`config.mk`:
```
export PLATFORM = sky130hd
export DESIGN_NAME = mem_uart_bridge
export DESIGN_NICKNAME = d
export VERILOG_FILES = /design/src/rtl/mem_uart_bridge.sv
export SDC_FILE = /design/constraint.sdc
export NUM_CORES = 1
export LEC_CHECK = 0
export ABC_AREA = 1
export ABC_CLOCK_PERIOD_IN_PS = 3500
export CAP_MARGIN = 20
export CORE_ASPECT_RATIO = 0.5
export CORE_MARGIN = 1
export CORE_UTILIZATION = 57
export DETAILED_ROUTE_END_ITERATION = 12
export GPL_TIMING_DRIVEN = 0
export PLACE_DENSITY = 0.8
export SETUP_SLACK_MARGIN = 0.2
export SLEW_MARGIN = 30
export SYNTH_ARGS = -nofsm -noshare
export SYNTH_HDL_FRONTEND = slang
export SYNTH_SLANG_ARGS = --single-unit
```
`constraint.sdc`:
```
create_clock -name clk_48mhz -period 3.5 [get_ports clk_48mhz]
set_input_delay 0.525 -clock clk_48mhz [delete_from_list [all_inputs] [get_ports clk_48mhz]]
set_output_delay 0.525 -clock clk_48mhz [all_outputs]
set_load 0.01 [all_outputs]
```
`src/rtl/mem_uart_bridge.sv`:
```
// Memory-mapped bridge between a CPU bus and a byte-wide USB serial link.
// A 16-byte register window exposes DATA, STATUS and CTRL; TX and RX bytes
// are buffered in two DEPTH-entry FIFOs. DEPTH must be a power of two, 2..256.
module mem_uart_bridge #(
  parameter logic [31:0] BASE_ADDR = 32'hFFFF_FB00,
  parameter int          DEPTH     = 16
) (
  input  logic        clk_48mhz,
  input  logic        reset,
  input  logic        mem_valid,
  input  logic [31:0] mem_addr,
  input  logic [31:0] mem_wdata,
  input  logic [3:0]  mem_wstrb,
  output logic        mem_ready,
  output logic [31:0] mem_rdata,
  output logic [7:0]  tx_data,
  output logic        tx_valid,
  input  logic        tx_ready,
  input  logic [7:0]  rx_data,
  input  logic        rx_valid,
  output logic        rx_ready
);

  localparam int AW = $clog2(DEPTH);
  localparam logic [1:0] OFF_DATA   = 2'd0;
  localparam logic [1:0] OFF_STATUS = 2'd1;
  localparam logic [1:0] OFF_CTRL   = 2'd2;
  localparam logic [AW:0] PTR_ONE   = {{AW{1'b0}}, 1'b1};

  typedef enum logic [1:0] {ST_IDLE, ST_WAIT, ST_RESP} state_t;

  state_t      r_state;
  logic [7:0]  r_wbyte;
  logic [7:0]  r_tx_mem [DEPTH];
  logic [7:0]  r_rx_mem [DEPTH];
  logic [AW:0] r_tx_wr, r_tx_rd, r_rx_wr, r_rx_rd;

  logic        w_hit, w_idle_hit, w_is_write, w_data_wr;
  logic        w_tx_full, w_tx_empty, w_rx_full, w_rx_empty;
  logic        w_tx_push, w_tx_pop, w_rx_push, w_rx_pop, w_clear;
  logic [1:0]  w_off;
  logic [7:0]  w_tx_din, w_rx_head;
  logic [AW:0] w_tx_cnt, w_rx_cnt;
  logic        w_unused;

  // Counts are reported as 8-bit fields, pinned at 255 for DEPTH=256.
  function automatic logic [7:0] sat8(input logic [AW:0] cnt);
    logic [8:0] ext;
    ext = 9'(cnt);
    return ext[8] ? 8'hFF : ext[7:0];
  endfunction

  // Address decode; only a request seen in IDLE is acted on.
  assign w_hit      = mem_valid && (mem_addr[31:4] == BASE_ADDR[31:4]);
  assign w_off      = mem_addr[3:2];
  assign w_is_write = |mem_wstrb;
  assign w_idle_hit = (r_state == ST_IDLE) && w_hit;
  assign w_data_wr  = w_idle_hit && (w_off == OFF_DATA) && mem_wstrb[0];
  assign w_clear    = w_idle_hit && (w_off == OFF_CTRL) && mem_wstrb[0] && mem_wdata[0];

  // FIFO status from pointers: equal means empty, MSB-only difference means full.
  assign w_tx_empty = (r_tx_wr == r_tx_rd);
  assign w_rx_empty = (r_rx_wr == r_rx_rd);
  assign w_tx_full  = (r_tx_wr[AW] != r_tx_rd[AW]) && (r_tx_wr[AW-1:0] == r_tx_rd[AW-1:0]);
  assign w_rx_full  = (r_rx_wr[AW] != r_rx_rd[AW]) && (r_rx_wr[AW-1:0] == r_rx_rd[AW-1:0]);
  assign w_tx_cnt   = r_tx_wr - r_tx_rd;
  assign w_rx_cnt   = r_rx_wr - r_rx_rd;

  // A stalled write pushes the byte latched when it entered WAIT.
  assign w_tx_push = !w_tx_full && (w_data_wr || (r_state == ST_WAIT));
  assign w_tx_din  = (r_state == ST_WAIT) ? r_wbyte : mem_wdata[7:0];
  assign w_tx_pop  = tx_valid && tx_ready && !w_clear;
  assign w_rx_push = rx_valid && rx_ready && !w_clear;
  assign w_rx_pop  = w_idle_hit && (w_off == OFF_DATA) && !w_is_write && !w_rx_empty;

  assign tx_valid  = !w_tx_empty;
  assign tx_data   = r_tx_mem[r_tx_rd[AW-1:0]];
  assign rx_ready  = !w_rx_full;
  assign w_rx_head = r_rx_mem[r_rx_rd[AW-1:0]];

  assign w_unused = &{1'b0, mem_addr[1:0], mem_wdata[31:8]};

  // FIFO storage writes.
  // NOTE: storage arrays carry no reset; the pointers alone define FIFO contents.
  always_ff @(posedge clk_48mhz) begin
    if (w_tx_push) r_tx_mem[r_tx_wr[AW-1:0]] <= w_tx_din;
    if (w_rx_push) r_rx_mem[r_rx_wr[AW-1:0]] <= rx_data;
  end

  // TX pointers: a CTRL clear overrides any pop in the same cycle.
  always_ff @(posedge clk_48mhz or posedge reset) begin
    if (reset) begin
      r_tx_wr <= '0;
      r_tx_rd <= '0;
    end else if (w_clear) begin
      r_tx_wr <= '0;
      r_tx_rd <= '0;
    end else begin
      if (w_tx_push) r_tx_wr <= r_tx_wr + PTR_ONE;
      if (w_tx_pop)  r_tx_rd <= r_tx_rd + PTR_ONE;
    end
  end

  // RX pointers: a CTRL clear discards any byte offered in the same cycle.
  always_ff @(posedge clk_48mhz or posedge reset) begin
    if (reset) begin
      r_rx_wr <= '0;
      r_rx_rd <= '0;
    end else if (w_clear) begin
      r_rx_wr <= '0;
      r_rx_rd <= '0;
    end else begin
      if (w_rx_push) r_rx_wr <= r_rx_wr + PTR_ONE;
      if (w_rx_pop)  r_rx_rd <= r_rx_rd + PTR_ONE;
    end
  end

  // Bus FSM with registered mem_ready/mem_rdata; RESP always returns to IDLE.
  // NOTE: non-blocking assignments so every decision uses pre-edge register values.
  always_ff @(posedge clk_48mhz or posedge reset) begin
    if (reset) begin
      r_state   <= ST_IDLE;
      r_wbyte   <= '0;
      mem_ready <= 1'b0;
      mem_rdata <= '0;
    end else begin
      mem_ready <= 1'b0;
      mem_rdata <= '0;
      case (r_state)
        ST_IDLE: begin
          if (w_hit) begin
            if (w_data_wr && w_tx_full) begin
              r_state <= ST_WAIT;
              r_wbyte <= mem_wdata[7:0];
            end else begin
              r_state   <= ST_RESP;
              mem_ready <= 1'b1;
              if (!w_is_write) begin
                case (w_off)
                  OFF_DATA:   mem_rdata <= w_rx_empty ? 32'h0 : {23'b0, 1'b1, w_rx_head};
                  OFF_STATUS: mem_rdata <= {16'b0, sat8(w_tx_cnt), sat8(w_rx_cnt)};
                  default:    mem_rdata <= 32'h0;
                endcase
              end
            end
          end
        end
        ST_WAIT: begin
          if (!w_tx_full) begin
            r_state   <= ST_RESP;
            mem_ready <= 1'b1;
          end
        end
        default: r_state <= ST_IDLE;
      endcase
    end
  end

endmodule

```
Yosys cells after proc, flatten, opt, wreduce, memory -nomap -nowiden --
Memories as Yosys holds them, arrays and structs flattened. Cells that the tools add are included.
Word-level totals: flip-flop bits (word level) 63, input port bits 81, memories kept 2, output and inout bits 43, bits in writable memories 256
Operators by class: reduce and logical (&&, ||, !) cells 33, equality and inequality tests 12, muxes and demuxes 27, add/subtract/negate cells 6
Memories:
- r_rx_mem | depth 16, width 8, rd ports 1, clocked after memory_dff 0, wr ports 1, RTL line 35 | logic [7:0] r_rx_mem [DEPTH];
- r_tx_mem | depth 16, width 8, rd ports 1, clocked after memory_dff 0, wr ports 1, RTL line 34 | logic [7:0] r_tx_mem [DEPTH];
Operators with widths (count):
- 2-to-1 mux 13 bit | 4
- 2-to-1 mux 5 bit | 8
- == test 28 bit, second input constant | 1
- one-hot mux 13 bit (2 select lines) | 1
- adder 5 x 1 -> 5 bit, second input constant | 4
- logical AND 1 bit | 17
- == test 5 bit | 2
- subtractor 5 bit | 2
- 2-to-1 mux 9 bit | 1
- == test 4 bit | 2
- 2-to-1 mux 8 bit | 1
- nonzero test 2 bit | 4
- 2-to-1 mux 1 bit | 7
- zero test 1 bit | 6
- 2-to-1 mux 2 bit | 3
- == test 2 x 1 -> 1 bit, second input constant | 2
- zero test 2 bit | 2
- != test 2 bit, second input constant | 2
- one-hot mux 2 bit (2 select lines) | 1
- OR reduction 4 bit | 1
- AND reduction 3 bit | 1
- == test 2 bit, second input constant | 1
- != test 1 bit | 2
- one-hot mux 1 bit (2 select lines) | 1
- other kinds (2) | 2

Longest topological paths before layout --
depth in word-level cells 10, gate-level depth with buffers 13

Worst setup path before layout --
OpenSTA, ideal clock, no wires.
kind register to register, from reg r_rx_rd[1], to mem r_rx_mem[0][0] (enable), cell stages (with the launch flop) 14, path slack 0.910 ns, period minus slack after synthesis 2.590 ns, path buffers 2, data arrival time 2.219 ns, setup time 0.370 ns, path through dfrtp_1 > buf_2 > buf_2 > inv_1 > ha_1 > nand2_1 > nor2_1 > nand2_1 > nand2_1 > inv_1 > nand2_1 > inv_1 > nand2_1 > nor2_1
On the way: word-level cells in the longest chain between the ends 7
RTL lines:
- start: declaration | RTL line 36 | logic [AW:0] r_tx_wr, r_tx_rd, r_rx_wr, r_rx_rd;
- start signal: assignment | RTL line 114 | if (w_rx_pop) r_rx_rd <= r_rx_rd + PTR_ONE;
- == test 4 bit | RTL line 65 | assign w_rx_full = (r_rx_wr[AW] != r_rx_rd[AW]) && (r_rx_wr[AW-1:0] == r_rx_rd[AW-1:0]);
- logical AND 1 bit | RTL line 65
- zero test 1 bit | RTL line 78 | assign rx_ready = !w_rx_full;
- via rx_ready | RTL line 21 | output logic rx_ready
- logical AND 1 bit (2 in series) | RTL line 73 | assign w_rx_push = rx_valid && rx_ready && !w_clear;
- 2-to-1 mux 1 bit | RTL line 87 | if (w_rx_push) r_rx_mem[r_rx_wr[AW-1:0]] <= rx_data;
- 2-to-1 mux 1 bit (not written as such) | RTL line 87
- end: declaration | RTL line 35
The timed path passes the listed nets, and every way through them passes these cells.

Final worst setup path --
from reg r_rx_rd[1], to mem r_rx_mem[10][6] (enable)
On the way: word-level cells in the longest chain between the ends 7
RTL lines (RTL line):
- == test 4 bit | 65
- logical AND 1 bit | 65
- zero test 1 bit | 78
- logical AND 1 bit (2 in series) | 73
- 2-to-1 mux 1 bit | 87
- 2-to-1 mux 1 bit (not written as such) | 87
Every way passes these cells.

==> impl_metrics.toml <==
[synthesis]
synth-seq-cells = 300
syn-cell-area_um2 = 13000
avgSynthCellArea_um2 = 11.1
seq_area_frac_synth_pct = 67.5
yosysWarnings = 0
synth.distinct_cells = 37
synth_cells = 1178

[finish]
num_antenna_cells = 0
design_area_um2 = 15200
final_cell_mix = "256 x edfxtp_1, 225 x nor2_1, 157 x nand2_1"
drive_gt1_share_pct = 10.9
layout_commonest_cell = "edfxtp_1"
fillers = 1512
syn2layout_area_growth_pct = 17.1
fin_nets = 1406

[setup_path]
cp_cell_sequence = "buf_4, clkbuf_4, clkinvlp_4, ha_1, nand2_1, nor2_1, nand2_1, nand2_1, inv_1, nand2_1, inv_1, nand2_1, nor2_1"
crit_required_ps = 3660
slowest_stage = "nor2_1"
cp_max_fo = 10
path_buf_inv = 5
path_delay_family = "simple AND/OR/NAND/NOR gates"
cp.arrival_ps = 3410
cp_common_cell = "nand2_1"
crit_path_end_kind = "flop"
rrSetupSlack_ps = 250
crit_path_start_kind = "flop"
critical_path_class = "reg -> reg"
crit_path_max_incr_delay_ps = 730

[drt]
drt_iter0_drc = 875
wl_per_cell_um = 19.1
routed_wirelength_um = 31100
routed.top_layer = "met4"
drc = 0
drt_pass1_iterations = 8
wl_met1_um = 11900
vias = 9342
dr_wl_met3_um = 2730
dr_wl_met2_um = 15500
viasPerCell = 5.75
ant_nets = 0

[sta]
finalHoldViolations = 0
fmax_mhz = 308
slew_headroom_pct = 38.4
tightestPinTransition_ps = 920
rsz0062_at_grt = "true"
final_max_slew_viol_count = 0
fin_crit_ps = 3250
timing.setup.tns_ps = 0
setup-violations-final = 0
skew_ps = 17.5
final.period_utilization_pct = 92.8

[cts]
cts_buffer_depth = 3
h-tree-depth = 1
hold_buffers = 0
numCtsBuffers = 26
clock_latency_ps = 540
cts_tree = "built"
clk_pin_slew_ps = 70
root_buffer = "clkbuf_16"
cts.sinks = 300

[min_path]
hp-class = "in -> async"

[global_route]
antenna_found_initial = 0
grt_usage_pct = 26.6
grt_pass1_wl_um = 47900
grt_overflow = 0
grt_pass1_vias = 9192
grt_max_degree = 24

[power]
p_int_uw = 6110
power_switching_uw = 2340
vdd_drop_max_v = 0.000280
pwr-share-clk_pct = 33.2
p_leak_uw = 0.00578
sw_frac_of_total_pct = 27.7
sequentialPowerShare_pct = 46.7
combPwrFrac_pct = 20.1
power_density_nw_per_um2 = 554

[floorplan]
dieHeight_um = 109
die_w_um = 216
ios = 124
start_util_pct = 59.2
dieArea_um2 = 23500
rows = 38
core_um2 = 22000

[job]
max_cap_viol_count = 0

[place]
postPlaceCellArea_um2 = 14300
gp_congestion = 0.909
dpl.hpwl_um = 21100
port_buffers = 78

[outcome]
status = "finished, final reports clean"
[kinds of logic after synthesis]
family	share of synthesized area, %
other	0.0288
AND/OR/NAND/NOR	13.9
adder cells (fa/ha/maj)	2.04
AO/OA/AOI/OAI	10.9
multiplexers	0.0865
flip-flops	67.5
buffers and inverters	5.08
XOR/XNOR	0.471
[synth_stat cells]
cell type | count | area share, %
a211oi_1 | 3 | 0.17
a21oi_1 | 23 | 0.88
a31oi_1 | 3 | 0.14
buf_1 | 1 | 0.029
buf_2 | 19 | 0.73
buf_4 | 19 | 1.1
buf_6 | 2 | 0.17
clkbuf_1 | 28 | 0.81
clkinv_2 | 1 | 0.038
conb_1 | 1 | 0.029
dfrtp_1 | 44 | 8.5
edfxtp_1 | 256 | 59
fa_1 | 2 | 0.31
ha_1 | 18 | 1.7
inv_1 | 75 | 2.2
inv_4 | 1 | 0.048
mux2_2 | 1 | 0.086
nand2_1 | 157 | 4.5
nand2_2 | 2 | 0.096
nand3_1 | 34 | 1.3
nand3_4 | 1 | 0.13
nand3b_1 | 1 | 0.058
nand4_1 | 6 | 0.29
nor2_1 | 245 | 7.1
nor2_2 | 1 | 0.048
nor3_1 | 1 | 0.038
nor3_4 | 1 | 0.12
nor4_1 | 1 | 0.048
o211ai_1 | 21 | 1.2
o21ai_0 | 153 | 5.9
o21ai_2 | 9 | 0.61
o221ai_1 | 11 | 0.74
o22ai_1 | 27 | 1.3
or2_1 | 1 | 0.048
or2_2 | 2 | 0.096
xnor2_1 | 4 | 0.27
xor2_1 | 3 | 0.20
[worst paths after layout]
check / startpoint / endpoint / depth (start not counted)
min: reset / mem_rdata[6] / 2
max in group asynchronous: reset / mem_rdata[12] / 3
min in group clk_48mhz: r_wbyte[4] / r_wbyte[4] / 2
max: r_rx_rd[1] / r_rx_mem[10][6] / 13
min reg2reg: r_wbyte[4] / r_wbyte[4] / 2
max reg2reg: r_rx_rd[1] / r_rx_mem[10][6] / 13
[cell type report]
cell class | count | area (um2) | share of cell area, %
plain buffers | 69 | 419 | 2.75
clock buffers | 39 | 741 | 4.86
flip-flops and latches | 300 | 8790 | 57.7
clock inverters | 9 | 76.3 | 0.501
inverters | 77 | 297 | 1.94
repair buffers | 81 | 827 | 5.42
multi-input cells | 750 | 3720 | 24.4
well taps | 300 | 375 | 2.46
[repair_timing]
item	4_1_cts	5_1_grt
pin swaps	2	2
gates resized for setup	17	48
buffers inserted	0	2
endpoints found under the setup margin	176	240
[worst reg2reg max path: stages (launching register included)]
cell and delay [ps]:
dfrtp_2 450, buf_4 220, clkbuf_4 240, clkinvlp_4 130, ha_1 300, nand2_1 80, nor2_1 60, nand2_1 80
nand2_1 110, inv_1 100, nand2_1 50, inv_1 130, nand2_1 180, nor2_1 730
[metrics by stage]
step                      worst slack [ps]  std cells  utilization (%)  hold WS [ps]  power, uW
after global routing                   122       1625             69.3           410       8720
after detailed placement              30.6       1575             65.0           473       5660
after global placement                84.5       1574             64.7           463       5600
after CTS                              172       1623             68.8           385       8420
final                                  250       1625             69.3           368       8450
after floorplan                        910       1196                -           454       4980
[flip-flops by register name, summed over array words and instances (netlist names)]
register / cells
r_tx_mem: 128
mem_ready: 1
r_tx_rd: 5
r_rx_wr: 5
r_wbyte: 8
r_tx_wr: 5
r_rx_mem: 128
mem_rdata: 13
r_state: 2
r_rx_rd: 5
[power by group through the flow]
stage / Sequential [uW] / Clock, uW / Combinational [uW]
finish: 3940 / 2810 / 1700
global route: 3950 / 2940 / 1840
CTS: 3940 / 2810 / 1660
detailed placement: 4020 / 0 / 1640
global placement: 4020 / 0 / 1590
floorplan: 4000 / 0 / 976
[routing by layer]
metal / vias to the layer above / global-route usage (%)
met1: 4460 / 33.4
met3: 80 / 4.57
met4: 0 / 9.98
li1: 4328 / -
met5: - / 0
met2: 474 / 47.0
Note: power is estimated with default switching activity, not from simulation.
